<file path="src/rtl/regfile16_onehot_wr.sv">
// rtl/regfile16_onehot_wr.sv - 16-entry register file with one-hot write select and two registered read ports
// Optional same-edge write-to-read bypass: define REGFILE_WRITE_BYPASS_EN.
module regfile16_onehot_wr #(
   parameter int WIDTH    = 8,
   parameter bit ZERO_REG = 1'b0
) (
   input  logic             clk,
   input  logic             reset,
   input  logic [15:0]      wr_sel,
   input  logic [WIDTH-1:0] wr_data,
   input  logic [3:0]       rd_addr_a,
   input  logic [3:0]       rd_addr_b,
   output logic [WIDTH-1:0] rd_data_a,
   output logic [WIDTH-1:0] rd_data_b,
   output logic             sel_err,
   input  logic             clr_err,
   output logic [7:0]       wr_count
);

   logic [WIDTH-1:0] regs [16];
   logic             multi_hot;
   logic             one_hot;
   logic             wr_en;
   logic [3:0]       wr_idx;
   logic [WIDTH-1:0] rd_next_a;
   logic [WIDTH-1:0] rd_next_b;

   // x & (x-1) is nonzero exactly when two or more bits are set
   always_comb begin
      multi_hot = |(wr_sel & (wr_sel - 16'd1));
      one_hot   = (wr_sel != 16'd0) && !multi_hot;
      wr_idx    = 4'd0;
      for (int i = 0; i < 16; i++) begin
         if (wr_sel[i]) wr_idx = 4'(i);
      end
      wr_en = one_hot && !(ZERO_REG && (wr_idx == 4'd0));
   end

   always_comb begin
      rd_next_a = regs[rd_addr_a];
      rd_next_b = regs[rd_addr_b];
`ifdef REGFILE_WRITE_BYPASS_EN
      if (wr_en && (wr_idx == rd_addr_a)) rd_next_a = wr_data;
      if (wr_en && (wr_idx == rd_addr_b)) rd_next_b = wr_data;
`endif
      if (ZERO_REG && (rd_addr_a == 4'd0)) rd_next_a = '0;
      if (ZERO_REG && (rd_addr_b == 4'd0)) rd_next_b = '0;
   end

   always_ff @(posedge clk or posedge reset) begin
      if (reset) begin
         for (int i = 0; i < 16; i++) begin
            regs[i] <= '0;
         end
         rd_data_a <= '0;
         rd_data_b <= '0;
         sel_err   <= 1'b0;
         wr_count  <= 8'd0;
      end else begin
         if (wr_en) begin
            regs[wr_idx] <= wr_data;
            wr_count     <= wr_count + 8'd1;
         end
         // a malformed select on the same edge as a clear keeps the flag set
         if (multi_hot) begin
            sel_err <= 1'b1;
         end else if (clr_err) begin
            sel_err <= 1'b0;
         end
         rd_data_a <= rd_next_a;
         rd_data_b <= rd_next_b;
      end
   end

endmodule

</file>
<file path="config.mk">
export PLATFORM = sky130hd
export DESIGN_NAME = regfile16_onehot_wr
export DESIGN_NICKNAME = d
export VERILOG_FILES = /design/src/rtl/regfile16_onehot_wr.sv
export SDC_FILE = /design/constraint.sdc
export NUM_CORES = 1
export LEC_CHECK = 0
export CELL_PAD_IN_SITES_DETAIL_PLACEMENT = 0
export CELL_PAD_IN_SITES_GLOBAL_PLACEMENT = 1
export CORE_MARGIN = 5
export CORE_UTILIZATION = 38
export CTS_CLUSTER_SIZE = 20
export DETAILED_ROUTE_END_ITERATION = 8
export PLACE_DENSITY = 0.62
export SETUP_SLACK_MARGIN = 0.3
export SYNTH_ARGS = -nofsm -noshare
export SYNTH_HDL_FRONTEND = slang
export SYNTH_SLANG_ARGS = --single-unit
</file>
<file path="constraint.sdc">
create_clock -name clk -period 6.8 [get_ports clk]
set_input_delay 2.04 -clock clk [delete_from_list [all_inputs] [get_ports clk]]
set_output_delay 2.04 -clock clk [all_outputs]
set_load 0.01 [all_outputs]
</file>
==> summary.json <==
{
  "critical_path": {
    "critical_path.n_buffers_inverters": 2,
    "crit_path_start_kind": "input pin",
    "critical-path-top-delay-family": "simple AND/OR/NAND/NOR gates",
    "critPathLaunch": "wr_sel[9]",
    "critPathMaxStageDelay_ns": 0.66,
    "worst_r2r_path_depth": 2,
    "critPathSlowestCell": "nor4_1",
    "critical_path_at_ns": 5.58,
    "worstPathMaxFanout": 10,
    "endpoint_kind": "register",
    "rr_startpoint": "regs[5]",
    "crit_chain": "clkdlybuf4s50_1 > nor4_1 > o211ai_1 > a22o_1 > nor4_4 > buf_4 > and4_1 > mux2_2",
    "ff_to_ff_end": "rd_data_a[5]",
    "crit_required_ns": 7.10,
    "setup.reg_to_reg.worst_slack_ns": 5.24,
    "setup.worst_path.class": "in -> reg"
  },
  "placement": {
    "place.port_buffers": 59,
    "dpl.hpwl_mm": 12.59,
    "place.gp.congestion": 0.8357
  },
  "power_and_ir_drop": {
    "p_comb_share_pct": 5.8,
    "netSwitchingPower_uw": 454.5,
    "power_report.internal_total_uw": 1607,
    "power.leakage_uw": 0.004247,
    "sequentialPowerShare_pct": 44.2,
    "power.share.switching_pct": 22.04,
    "vdd.ir_drop.worst_uv": 190.2,
    "power_share_of_the_clock_group_pct": 50.1,
    "power_per_cell_area_nw_per_um2": 219.0
  },
  "global_routing": {
    "grt.total_usage_pct": 17.57,
    "grt_start_max_net_pins": 111,
    "first_global_vias": 5106,
    "global_route_wire_length_before_repair_mm": 31.35,
    "gr-total-overflow": 0,
    "number_of_antenna_violations_at_the_first_check_in_global_routing": 0
  },
  "synth": {
    "net_count_of_the_mapped_netlist": 536,
    "ys_seq_elements": 153,
    "synth_sequential_area_ratio_pct": 48.11,
    "top_cells_by_area_synth": "dfrtp_1 (48%), mux4_2 (23%), mux2_2 (18%)",
    "syn-mean-instance-area_um2": 15.92,
    "synth-async-reset-ratio_pct": 100.0,
    "postSynth.topFlopCell": "dfrtp_1",
    "yosysWarnings": 0,
    "syn_inst": 500,
    "synth_edf_count": 0,
    "post_synth_num_cell_types": 52,
    "yosys.area.top_type_share_pct": 48.11,
    "total_standard_cell_area_after_synthesis_um2": 7959,
    "synthDominantAreaCellType": "dfrtp_1"
  },
  "clock_tree": {
    "tritoncts": "built",
    "post-cts-setup-buffers": 0,
    "clk_transition_reported_paths_ns": 0.06,
    "cts.sink_count": 153,
    "cts-root-buf": "clkbuf_16",
    "cts-buffers-inserted": 17,
    "clock_latency_ns": 0.42,
    "htree_levels": 4,
    "cts.repair.resized": 0,
    "ctsLongestPathBuffers": 2,
    "ctsHoldBuffers": 0
  },
  "drt": {
    "dr.first_iter.drc_count": 220,
    "post-route-drc-count": 0,
    "wirelength_mm": 19.88,
    "drtAntennaViolNets": 0,
    "detail_route.first_pass.iterations": 4,
    "dr_total_vias": 4787,
    "wire_per_inst_um": 23.81,
    "via_per_inst": 5.733
  },
  "layout": {
    "area_used_by_multi_input_combinational_logic_um2": 3951,
    "antennaDiodeCount": 0,
    "fill_cells": 1870,
    "area_growth_syn_to_layout_pct": 18.28,
    "final_layout_size_suffix_gt1_share_pct": 47.50,
    "layout.cells.most_common": "dfrtp_1",
    "nNetsFinal": 583,
    "seq_area_um2": 3829,
    "most-common-layout-cells": "dfrtp_1 (153), mux2_2 (129), mux4_2 (80)",
    "final_util_pct": 45.21
  },
  "timing": {
    "tightest_slew_ns": 0.9937,
    "timing.fmax_mhz": 189.5,
    "period_share_pct": 77.61,
    "finalHoldViolCount": 0,
    "setup_repair_after_global_routing_missed_its_margin": "no",
    "finalClockSkew_ns": 0.01072,
    "setup_viol_count_final": 0,
    "tns_ns": 0,
    "period_minus_slack_ns": 5.277,
    "timing.final.max_slew_violations": 0,
    "timing.max_slew.rel_slack_pct": 33.76
  },
  "die": {
    "die_width_um": 154.7,
    "boundaryPins": 60,
    "vert_die_dim_um": 154.7,
    "starting_utilization_of_the_core_area_pct": 38.22,
    "core_area_um2": 20820,
    "row_count": 53,
    "die_area_um2": 23940
  },
  "flow_run": {
    "cap_violations": 0
  },
  "min_path": {
    "min_delay_endpoint": "wr_count[7]",
    "hp-start": "wr_count[7]",
    "hp-class": "reg -> reg",
    "min_path_cells": 1
  },
  "outcome": {
    "outcome": "complete, no violations"
  }
}
-- synth_stat cells, types with 2 or more instances --
library cell  instances
nand2_1               3
inv_1                 4
buf_2                 2
buf_1                 9
mux4_2               80
o211ai_1              2
and2_1                2
xnor2_1               7
o21ai_0               3
o311ai_0              2
and3_1                9
nand2b_1              3
nor3b_1               2
nor2_1                9
mux2_2              129
nand3_2               2
dfrtp_1             153
and4_1                2
buf_4                 3
nor3_1                4
nand4b_2              2
or4_1                 2
clkbuf_1             23
nand3_1               9
nor4_1                5
or2_2                 3
-- logic make-up (layout without fill, tap and decap cells) --
family          count (synthesis)  after routing  share of synthesized area (%)
flops                         153            153                          48.11
xor+xnor                        7              7                         0.7703
buf+inv                        42            102                          2.248
simple gates                   67             67                          5.785
compound gates                 20             20                          1.918
fa+ha+maj                       2              2                         0.2830
mux                           209            209                          40.89
-- metrics by stage --
stage / instance area, um2 / instances / hold slack (ns) / setup slack, ns / power, uW
after floorplan: 7959 / 500 / 0.4910 / 0.6386 / 998.8
after global placement: 8767 / 803 / 0.4667 / 1.191 / 1049
final: 9414 / 835 / 0.4758 / 1.523 / 2062
after global routing: 9414 / 835 / 0.4996 / 1.360 / 2140
after CTS: 9414 / 835 / 0.4821 / 1.596 / 2090
after detailed placement: 8767 / 803 / 0.4658 / 1.138 / 1049
-- final cells by class --
cell class                 count  share of cell area (%)
multi-input combinational    305                   41.97
sequential                   153                   40.67
timing repair buffer          66                   6.619
clock buffer                  21                   5.104
tap                          275                   3.655
clock inverter                11                   1.768
inverter                       4                  0.2127
-- state kept, by name, indices dropped and copies added (netlist names) --
| register | cells |
|---|---|
| rd_data_a | 8 |
| rd_data_b | 8 |
| regs | 128 |
| sel_err | 1 |
| wr_count | 8 |
-- power groups by stage --
stage,combinational [uW],sequential (uW),clock (uW)
global placement,122,927,0
finish,119,911,1030
global route,131,910,1100
floorplan,71.3,928,0
detailed placement,122,927,0
CTS,122,910,1060
-- metal layers --
layer	wire, um	GRT usage [%]	up-vias
met5	0	0	-
met4	291	4.458	0
met3	1004	4.225	14
met2	9786	28.37	113
met1	8799	24.09	2583
li1	-	-	2077
-- how the worst max path moves through the flow --
stage                               to  depth (start not counted)
after floorplan           rd_data_a[0]                          1
after global placement        regs[85]                          8
after detailed placement      regs[81]                          8
after CTS                     regs[83]                          8
after global routing          regs[83]                          8
final                         regs[84]                          8
-- worst reg2reg max path: cells and delay by family, from the launching register on --
family | cells | cell delay [ns]
mux | 2 | 1.02
flops | 1 | 0.40
No activity file was read; power rests on OpenSTA's default activity.
